File: src/rtl/if_pkg.sv
// ----------------------------------------------------------------------------
// if_pkg: shared types and constants for the instruction-fetch stage.
//   fetch_state_e : fetch FSM states (REQ, KILL, BLOCKED)
//   fetch_word_t  : {instr, pc4} payload held in IF/ID and in the skid buffer
//   NOP_INSTR, OPC_J, PC_INC : fetch constants
// ----------------------------------------------------------------------------
package if_pkg;

  localparam int unsigned XLEN  = 32;
  localparam int unsigned OPC_W = 6;

  typedef enum logic [1:0] {
    ST_REQ     = 2'd0,
    ST_KILL    = 2'd1,
    ST_BLOCKED = 2'd2
  } fetch_state_e;

  localparam logic [XLEN-1:0]  NOP_INSTR = 32'h0000_0000;
  localparam logic [OPC_W-1:0] OPC_J     = 6'b000010;
  localparam logic [XLEN-1:0]  PC_INC    = 32'd4;

  typedef struct packed {
    logic [XLEN-1:0] instr;
    logic [XLEN-1:0] pc4;
  } fetch_word_t;

  // Major opcode field of an instruction word.
  function automatic logic [OPC_W-1:0] opcode_of(input logic [XLEN-1:0] instr);
    return instr[31:26];
  endfunction

endpackage

File: src/rtl/if_fetch_stage_if.sv
// ----------------------------------------------------------------------------
// if_fetch_stage_if: instruction-memory req/rvalid bus.
//   imem_req    : fetch request, held until imem_rvalid
//   imem_addr   : word fetch address, stable while imem_req is high
//   imem_rvalid : one response per request
//   imem_rdata  : instruction word, valid with imem_rvalid
// Modports: master (fetch stage), slave (instruction memory).
// ----------------------------------------------------------------------------
interface if_fetch_stage_if;
  import if_pkg::*;

  logic            imem_req;
  logic [XLEN-1:0] imem_addr;
  logic            imem_rvalid;
  logic [XLEN-1:0] imem_rdata;

  modport master (
    output imem_req,
    output imem_addr,
    input  imem_rvalid,
    input  imem_rdata
  );

  modport slave (
    input  imem_req,
    input  imem_addr,
    output imem_rvalid,
    output imem_rdata
  );

endinterface

File: src/rtl/if_skid_buf.sv
// ----------------------------------------------------------------------------
// if_skid_buf: one-entry {instr, pc4} holding register that absorbs a fetched
// word while decode is stalled.
//   clk, reset : clock, synchronous active-high reset
//   load_i     : capture word_i
//   clear_i    : drop the held word (wins over load_i)
//   word_i     : incoming {instr, pc4}
//   valid_o    : a word is held
//   word_o     : held {instr, pc4}
// ----------------------------------------------------------------------------
module if_skid_buf
  import if_pkg::*;
(
  input  logic        clk,
  input  logic        reset,
  input  logic        load_i,
  input  logic        clear_i,
  input  fetch_word_t word_i,
  output logic        valid_o,
  output fetch_word_t word_o
);

  logic        valid_q;
  fetch_word_t word_q;

  // Holding register.
  always_ff @(posedge clk) begin
    if (reset || clear_i) begin
      valid_q <= 1'b0;
      word_q  <= '0;
    end else if (load_i) begin
      valid_q <= 1'b1;
      word_q  <= word_i;
    end
  end

  assign valid_o = valid_q;
  assign word_o  = word_q;

endmodule

File: src/rtl/if_fetch_stage.sv
// ----------------------------------------------------------------------------
// if_fetch_stage: instruction-fetch stage plus IF/ID pipeline register.
// Holds the PC, issues word fetches over a variable-latency req/rvalid bus,
// absorbs decode stalls with a one-entry skid buffer and handles downstream
// redirects, including killing an in-flight fetch.
//
// Ports:
//   clk, reset      : clock, synchronous active-high reset
//   imem            : instruction-memory bus (master modport)
//   stall_id        : decode cannot accept a new instruction
//   redirect_valid  : taken branch/jump resolved downstream
//   redirect_pc     : redirect target, bits [1:0] ignored
//   id_valid        : IF/ID holds a live instruction
//   id_instr        : IF/ID instruction (NOP when not valid)
//   id_opcode       : id_instr[31:26], combinational
//   id_jump_done    : (IF_EARLY_JUMP_EN only) the IF/ID j was already taken
//   id_pc4          : PC+4 of the IF/ID instruction
//
// Build option: define IF_EARLY_JUMP_EN to redirect the PC at fetch time for
// j instructions (opcode 000010) and add the id_jump_done output.
// ----------------------------------------------------------------------------
module if_fetch_stage
  import if_pkg::*;
#(
  parameter logic [31:0] RESET_PC = 32'h0000_0000
) (
  input  logic                 clk,
  input  logic                 reset,
  if_fetch_stage_if.master     imem,
  input  logic                 stall_id,
  input  logic                 redirect_valid,
  input  logic [XLEN-1:0]      redirect_pc,
  output logic                 id_valid,
  output logic [XLEN-1:0]      id_instr,
  output logic [OPC_W-1:0]     id_opcode,
`ifdef IF_EARLY_JUMP_EN
  output logic                 id_jump_done,
`endif
  output logic [XLEN-1:0]      id_pc4
);

  fetch_state_e    state_q, state_d;
  logic [XLEN-1:0] pc_q, pc_d;
  logic [XLEN-1:0] addr_q, addr_d;
  logic            req_q, req_d;
  logic            id_valid_q, id_valid_d;
  logic [XLEN-1:0] id_instr_q, id_instr_d;
  logic [XLEN-1:0] id_pc4_q, id_pc4_d;
  logic            jump_done_q, jump_done_d;

  logic            rsp;
  logic            accept;
  logic [XLEN-1:0] pc_inc;
  logic [XLEN-1:0] fetch_next_pc;
  logic            rsp_is_j;
  logic            skid_is_j;

  logic            skid_load, skid_clear, skid_valid;
  fetch_word_t     skid_in, skid_out;

  // Target bits [1:0] are forced to 00.
  logic unused_redirect_lsb;
  assign unused_redirect_lsb = ^redirect_pc[1:0];

  // A response only counts while our request is actually up; this also drops
  // a late answer to a request abandoned by reset.
  assign rsp    = imem.imem_rvalid & req_q;
  assign accept = !id_valid_q || !stall_id;
  assign pc_inc = pc_q + PC_INC;

  assign rsp_is_j  = (opcode_of(imem.imem_rdata) == OPC_J);
  assign skid_is_j = (opcode_of(skid_out.instr) == OPC_J);

  // PC following a fetched word: sequential, or the j target when enabled.
`ifdef IF_EARLY_JUMP_EN
  assign fetch_next_pc = rsp_is_j ? {pc_inc[31:28], imem.imem_rdata[25:0], 2'b00}
                                  : pc_inc;
`else
  assign fetch_next_pc = pc_inc;
`endif

  assign skid_in.instr = imem.imem_rdata;
  assign skid_in.pc4   = pc_inc;

  if_skid_buf u_skid (
    .clk     (clk),
    .reset   (reset),
    .load_i  (skid_load),
    .clear_i (skid_clear),
    .word_i  (skid_in),
    .valid_o (skid_valid),
    .word_o  (skid_out)
  );

  // State register and IF/ID datapath.
  always_ff @(posedge clk) begin
    if (reset) begin
      state_q     <= ST_REQ;
      pc_q        <= RESET_PC;
      addr_q      <= RESET_PC;
      req_q       <= 1'b0;
      id_valid_q  <= 1'b0;
      id_instr_q  <= NOP_INSTR;
      id_pc4_q    <= '0;
      jump_done_q <= 1'b0;
    end else begin
      state_q     <= state_d;
      pc_q        <= pc_d;
      addr_q      <= addr_d;
      req_q       <= req_d;
      id_valid_q  <= id_valid_d;
      id_instr_q  <= id_instr_d;
      id_pc4_q    <= id_pc4_d;
      jump_done_q <= jump_done_d;
    end
  end

  // Next-state and datapath control.
  always_comb begin
    state_d     = state_q;
    pc_d        = pc_q;
    id_valid_d  = id_valid_q;
    id_instr_d  = id_instr_q;
    id_pc4_d    = id_pc4_q;
    jump_done_d = jump_done_q;
    skid_load   = 1'b0;
    skid_clear  = 1'b0;

    // Decode consumed the IF/ID word; empty unless refilled below.
    if (id_valid_q && !stall_id) begin
      id_valid_d  = 1'b0;
      id_instr_d  = NOP_INSTR;
      jump_done_d = 1'b0;
    end

    if (redirect_valid) begin
      // Flush wins over stall; an outstanding fetch must be drained in KILL.
      pc_d        = {redirect_pc[31:2], 2'b00};
      id_valid_d  = 1'b0;
      id_instr_d  = NOP_INSTR;
      jump_done_d = 1'b0;
      skid_clear  = 1'b1;
      state_d     = (req_q && !rsp) ? ST_KILL : ST_REQ;
    end else begin
      case (state_q)
        ST_REQ: begin
          if (rsp) begin
            pc_d = fetch_next_pc;
            if (accept) begin
              id_valid_d  = 1'b1;
              id_instr_d  = imem.imem_rdata;
              id_pc4_d    = pc_inc;
              jump_done_d = (fetch_next_pc != pc_inc) && rsp_is_j;
            end else begin
              skid_load = 1'b1;
              state_d   = ST_BLOCKED;
            end
          end
        end
        ST_BLOCKED: begin
          if (!stall_id && skid_valid) begin
            id_valid_d  = 1'b1;
            id_instr_d  = skid_out.instr;
            id_pc4_d    = skid_out.pc4;
`ifdef IF_EARLY_JUMP_EN
            jump_done_d = skid_is_j;
`else
            jump_done_d = 1'b0;
`endif
            skid_clear  = 1'b1;
            state_d     = ST_REQ;
          end
        end
        ST_KILL: begin
          if (rsp) begin
            state_d = ST_REQ;
          end
        end
        default: state_d = ST_REQ;
      endcase
    end

    // Address moves only when no request is outstanding or one just completed.
    addr_d = (!req_q || rsp) ? pc_d : addr_q;
    req_d  = (state_d != ST_BLOCKED);
  end

  assign imem.imem_req  = req_q;
  assign imem.imem_addr = addr_q;
  assign id_valid       = id_valid_q;
  assign id_instr       = id_instr_q;
  assign id_opcode      = opcode_of(id_instr_q);
  assign id_pc4         = id_pc4_q;
`ifdef IF_EARLY_JUMP_EN
  assign id_jump_done   = jump_done_q;
`else
  logic unused_jump;
  assign unused_jump = jump_done_q ^ skid_is_j;
`endif

endmodule

File: src/flat_wrapper.sv
// flat-port wrapper written by rule: the top's interface ports become plain ports
module if_fetch_stage_flat import if_pkg::*;
#(
  parameter logic [31:0] RESET_PC = 32'h0000_0000
)
  (clk, reset, stall_id, redirect_valid, redirect_pc, id_valid, id_instr, id_opcode, id_pc4, imem_imem_req, imem_imem_addr, imem_imem_rvalid, imem_imem_rdata);
  if_fetch_stage_if imem_i ();
  input  logic clk;
  input  logic reset;
  input  logic stall_id;
  input  logic redirect_valid;
  input  logic [XLEN-1:0] redirect_pc;
  output logic id_valid;
  output logic [XLEN-1:0] id_instr;
  output logic [OPC_W-1:0] id_opcode;
  output logic [XLEN-1:0] id_pc4;
  output wire logic [$bits(imem_i.imem_req)-1:0] imem_imem_req;
  output wire logic [$bits(imem_i.imem_addr)-1:0] imem_imem_addr;
  input wire logic [$bits(imem_i.imem_rvalid)-1:0] imem_imem_rvalid;
  input wire logic [$bits(imem_i.imem_rdata)-1:0] imem_imem_rdata;
  assign imem_imem_req = imem_i.imem_req;
  assign imem_imem_addr = imem_i.imem_addr;
  assign imem_i.imem_rvalid = imem_imem_rvalid;
  assign imem_i.imem_rdata = imem_imem_rdata;
  if_fetch_stage #(.RESET_PC(RESET_PC)) u_core (.clk(clk), .reset(reset), .imem(imem_i), .stall_id(stall_id), .redirect_valid(redirect_valid), .redirect_pc(redirect_pc), .id_valid(id_valid), .id_instr(id_instr), .id_opcode(id_opcode), .id_pc4(id_pc4));
endmodule
File: config.mk
export PLATFORM = sky130hd
export DESIGN_NAME = if_fetch_stage_flat
export DESIGN_NICKNAME = d
export VERILOG_FILES = /design/src/rtl/if_pkg.sv /design/src/rtl/if_fetch_stage_if.sv /design/src/rtl/if_skid_buf.sv /design/src/rtl/if_fetch_stage.sv /design/src/flat_wrapper.sv
export SDC_FILE = /design/constraint.sdc
export NUM_CORES = 1
export LEC_CHECK = 0
export BUFFER_PORTS_ARGS = -buffer_cell sky130_fd_sc_hd__buf_2
export CAP_MARGIN = 20
export CORE_UTILIZATION = 32
export DETAILED_ROUTE_END_ITERATION = 7
export GPL_TIMING_DRIVEN = 1
export PLACE_DENSITY_LB_ADDON = 0.15
export SYNTH_ARGS = -nofsm -noshare
export SYNTH_HDL_FRONTEND = slang
export SYNTH_HIERARCHICAL = 1
export SYNTH_SLANG_ARGS = --single-unit
File: constraint.sdc
create_clock -name clk -period 6 [get_ports clk]
set_input_delay 0.3 -clock clk [delete_from_list [all_inputs] [get_ports clk]]
set_output_delay 0.3 -clock clk [all_outputs]
set_load 0.02 [all_outputs]
## Yosys cells after proc, flatten, opt, wreduce, memory -nomap -nowiden

Index checks and enable logic that the tools add are counted.

- Add/sub/neg operators: 1
- Equal/unequal tests: 6
- Muxes and demuxes: 31
- Bitwise gates (word level): 2
- Reduce and logical (&&, ||, !) cells: 14

Operator list:

| cell | number |
|---|---|
| $mux 32 | 10 |
| $pmux 32 s2 | 2 |
| $add 32x3->32 const B | 1 |
| $mux 1 | 12 |
| $mux 2 | 5 |
| $ne 2x1->1 const B | 3 |
| $pmux 2 s3 | 1 |
| $reduce_and 5->1 | 1 |
| $logic_not 1->1 | 4 |
| $logic_and 1x1->1 | 3 |
| $logic_or 1x1->1 | 3 |
| $eq 2x1->1 const B | 1 |
| $eq 2x2->1 const B | 1 |
| $logic_not 2->1 | 1 |
| $ne 2x2->1 const B | 1 |
| $pmux 1 s2 | 1 |
| $reduce_bool 2->1 | 1 |
| $reduce_or 2->1 | 1 |
| $and 1x1->1 | 1 |
| $not 1->1 | 1 |

- Bits in registers: 197

## Logic depth before layout (Yosys ltp)

- Depth in word-level cells: 7
- Gate-level depth with buffers: 10

## Modules after synthesis

Netlist, hierarchy kept.

Modules (own cells, without submodules):

| module | times used | cells each | area each (um^2) | seq. area each (um^2) |
|---|---|---|---|---|
| if_fetch_stage | 1 | 785 | 6498.7 | 2642.5 |
| if_skid_buf | 1 | 210 | 2339.7 | 1301.2 |

## Worst setup path before layout

No wires, ideal clock.

- Path type: flip-flop to flip-flop
- Start point: reg u_core.pc_q[2]
- End point: reg u_core.id_pc4_q[18], in the netlist u_core/id_pc4[18]
- Arrival: 1992 ps
- Slack: 3938 ps
- Cell stages (with the launch flop): 8
- Clock period less this slack: 2062 ps
- Cell sequence: dfxtp_1 ha_1 and4_1 buf_2 nand4_1 or3_1 a311o_1 a21oi_1

- Cells in the longest elaborated chain, start to end: 4

RTL lines:

| item | line | RTL |
|---|---|---|
| from (decl) | if_fetch_stage.sv:43 | `logic [XLEN-1:0] pc_q, pc_d;` |
| from (signal assigned) | if_fetch_stage.sv:108 | `pc_q <= pc_d;` |
| $add 32x3->32 | if_fetch_stage.sv:69 | `assign pc_inc = pc_q + PC_INC;` |
| $mux 32 | if_fetch_stage.sv:149 | `if (accept) begin` |
| $mux 32 | if_fetch_stage.sv:147 | `if (rsp) begin` |
| $pmux 32 s2 | if_fetch_stage.sv:145 | `case (state_q)` |
| to (signal assigned) | if_fetch_stage.sv:113 | `id_pc4_q <= id_pc4_d;` |
| to (decl) | if_fetch_stage.sv:48 | `logic [XLEN-1:0] id_pc4_q, id_pc4_d;` |

No other way between the ends. The select of a mux whose other input is x is not followed.
A chain may end at the register's enable or synchronous reset.

## Final worst setup path

- Start point: reg u_core.state_q[1]
- End point: reg u_core.u_skid.word_q (netlist bit u_core/u_skid/word_o[57])

- Cells in the longest elaborated chain, start to end: 4
- Elaborated cells between the ends (all ways): 7
- Classes of those cells: eq/ne: 1; mux: 4; reduce/logical: 2

RTL lines:

| item | line | RTL |
|---|---|---|
| from (decl) | if_fetch_stage.sv:42 | `fetch_state_e state_q, state_d;` |
| from (signal assigned) | if_fetch_stage.sv:107 | `state_q <= state_d;` |
| $eq 2x2->1 | if_fetch_stage.sv:145 |  |
| $mux 1 | if_fetch_stage.sv:145 |  |
| $mux 1 | if_fetch_stage.sv:136 | `if (redirect_valid) begin` |
| named net u_core.skid_clear | if_fetch_stage.sv:58 | `logic skid_load, skid_clear, skid_valid;` |
| $logic_or 1x1->1 | if_skid_buf.sv:28 | `if (reset \|\| clear_i) begin` |
| to (signal assigned) | if_skid_buf.sv:33 | `word_q <= word_i;` |
| to (decl) | if_skid_buf.sv:24 | `fetch_word_t word_q;` |

The timed path passes the listed nets, and every way through them passes these cells.

==> flow_summary.ini <==
[outcome]
run_status = finished clean

[cts]
cts_setup_buffers = 0
insertion_delay_ns = 0.45
cts_buffer_depth = 2
postCtsHoldBufs = 0
cts_tree = yes
htree_levels = 4
cts_made_buffers = 17
cts-root-buf = clkbuf_16
clk_pin_slew_ns = 0.09
cts_sinks = 197
cts_resized = 0

[finish]
nFillCells = 2831
syn_to_final_growth_pct = 18.0
drive_gt1_share_pct = 21.2
final_core_util_pct = 38.6
final_nets = 1183

[critical_path]
reg2reg_from = u_core/state_q[1]
crit_chain = nor2b_1 > buf_4 > nand2_1 > nor2_4 > inv_1 > nand2_1 > or2_2 > buf_4 > nor2_1
cpLargestDelayFamily = simple AND/OR/NAND/NOR gates
r2r_setup_slack_ns = 2.74
crit_type = reg2reg
crit_buf_inv = 3
cp.required_ns = 6.32
r2r_cells = 9
max_stage_delay_ns = 0.75
cp.arrival_ns = 3.58
crit_path_max_fanout = 41
endpoint_kind = register
r2r_end = u_core/u_skid/word_o[57]
cp_slowest_cell = or2_2
crit_path_start_kind = register

[timing]
hold_violations = 0
worst_pin_slew_ns = 0.956
setup_ws_ns = 2.74
rsz0062_at_grt = false
maxSlewHeadroom_pct = 36.3
fin_crit_ns = 3.26
fmax_mhz = 307
finClkSkew_ns = 0.0206
setup_viol = 0
whs_ns = 0.0978
setup_tns_ns = 0
fin_crit_sh_pct = 54.3
drv_slew = 0

[yosys]
yosys.area.top_type_share_pct = 44.6
synth_edf_count = 0
ys_seq_area_share_pct = 44.6
synth_cell_types = 62
synth_common_cells = dfxtp_1, nor2_1, mux2i_1
synth.avg_cell_area_um2 = 8.88
ys.flop_type = dfxtp_1
ys_ff_latch = 197
ys_warn_count = 6
syn_area_mm2 = 0.00884
synth_nets = 1065
synth_async_sr_flop_share_pct = 0
yosysMostFrequentCell = dfxtp_1
synthCells = 995
synth.area.top_cells = dfxtp_1, mux2i_1, nor2_1
synth_top_area_cell = dfxtp_1

[die]
rows = 60
die_y_um = 168
initial_core_util_pct = 32.7
core_mm2 = 0.0270
ioPinCount = 173
fp.dieW_um = 168
die-area_mm2 = 0.0283

[detailed_routing]
drcViolationCount = 0
dr.pass1.iters = 7
avgRoutedWirePerCell_um = 17.9
via_per_inst = 5.27
initialDrtViolationCount = 598
wirelength_mm = 26.2
vias = 7735
antenna_left = 0

[global_route]
grt_pass1_wl_mm = 41.1
grt_max_degree = 61
grt_remaining_overflow = 0
grt_pass1_vias = 7364
grtUsageTotal_pct = 18.6
grt_antenna_before_repair = 2

[placed_design]
hpwl_mm = 17.6
preCtsSetupSlack_ns = 2.69
io_buffer_count = 170
gp_congestion = 0.863

[worst_hold_path]
min_path_cells = 3
min_path_type = in2reg
hp-start = imem_imem_rdata[19]
hold_end = u_core/u_skid/word_o[51]

[job]
cap_violations = 0

[pwr]
power_density_mw_per_mm2 = 277
finalPower_uw = 2890
peakVddDrop_uv = 158
leakagePower_uw = 0.00409
[stage by stage]
stage                     area (µm²)  std cells
after floorplan                 8840        995
after global placement          9790       1435
after detailed placement        9790       1435
after CTS                      10400       1467
after global routing           10400       1467
final                          10400       1469
[kinds of logic after synthesis]
logic type	count (synthesis)	synth area share, %
DFF	197	44.6
and+or+nand+nor	396	22.2
xor gates and xnor gates	33	3.27
muxes	80	9.06
AOI/OAI and AO/OA	183	14.7
adders and majority gates	1	0.142
buffers and inverters	105	6.03
[sequential cells by signal (all words and copies together), names as in the netlist]
name,count
u_core/state_q,2
u_core/imem.imem_req,1
u_core/pc_q,32
u_core/imem.imem_addr,32
u_core/id_valid,1
u_core/id_pc4,32
u_core/id_instr,32
u_core/u_skid/word_o,64
u_core/u_skid/valid_o,1
[metal layers]
metal  global-route usage (%)  up-vias  share of wire, %  wire length [µm]
li1                         -     3823                 -                 -
met1                     25.2     3716                47             12300
met2                     29.5      178                47             12200
met3                     4.63       18               5.3              1400
met4                     4.70        0               1.0               275
met5                        0        -                 0                 0
[power breakdown]
part	internal, µW	switching (µW)	total (µW)
clock network	583	627	1210
logic	101	187	288
registers	1350	42.3	1390
total	2030	856	2890
[how the worst max path moves through the flow]
stage	startpoint	end	slack, ns	depth (start not counted)
2_1_floorplan	u_core/pc_q[2]	u_core/id_pc4[18]	3.94	7
3_3_place_gp	u_core/state_q[1]	u_core/u_skid/word_o[50]	2.70	9
5_1_grt	u_core/state_q[1]	u_core/u_skid/word_o[0]	2.44	9
4_1_cts	u_core/state_q[1]	u_core/u_skid/word_o[23]	2.69	9
3_5_place_dp	u_core/state_q[1]	u_core/u_skid/word_o[57]	2.69	9
6_report	u_core/state_q[1]	u_core/u_skid/word_o[57]	2.74	9
[worst register-to-register path, cell delays in order (launching register included)]
cell	delay, ns
dfxtp_1	0.45
nor2b_1	0.16
buf_4	0.22
nand2_1	0.12
nor2_4	0.67
inv_1	0.14
nand2_1	0.10
or2_2	0.75
buf_4	0.45
nor2_1	0.10
[area by class of cell]
type / count / area [µm²] / share of cell area (%)
clock buffers: 17 / 425 / 4.08
multi-input cells: 693 / 4380 / 42.0
flip-flops and latches: 197 / 3940 / 37.8
repair buffers: 186 / 971 / 9.31
inverters: 18 / 67.6 / 0.648
diodes: 2 / 5.00 / 0.0480
clock inverters: 15 / 209 / 2.00
well taps: 341 / 427 / 4.09
[layout by cell type, fill, tap and decap left out, types with 4 or more instances in the layout]
cell       count
o21ai_0       26
o31ai_1        8
inv_8          4
o22ai_1       11
or3_1         13
buf_4         16
and2_1         8
nor3_1        31
and3_1         8
or2_2          4
nor4b_1        8
and4_1         7
inv_1         18
clkbuf_16     17
nor4_1        11
nand3_1       29
buf_2        170
o21ai_1        9
dfxtp_1      197
nand2_1       71
a21oi_1       37
nand4_1       16
o41ai_1        5
nand2b_1      11
clkinv_8       6
a222oi_1      32
nor2_1       157
o31a_1         9
a31oi_1       14
a311o_1        4
xor2_1        15
xnor2_1       18
o21a_1         4
mux2i_1       80
Power figures use the tool's default switching activity.
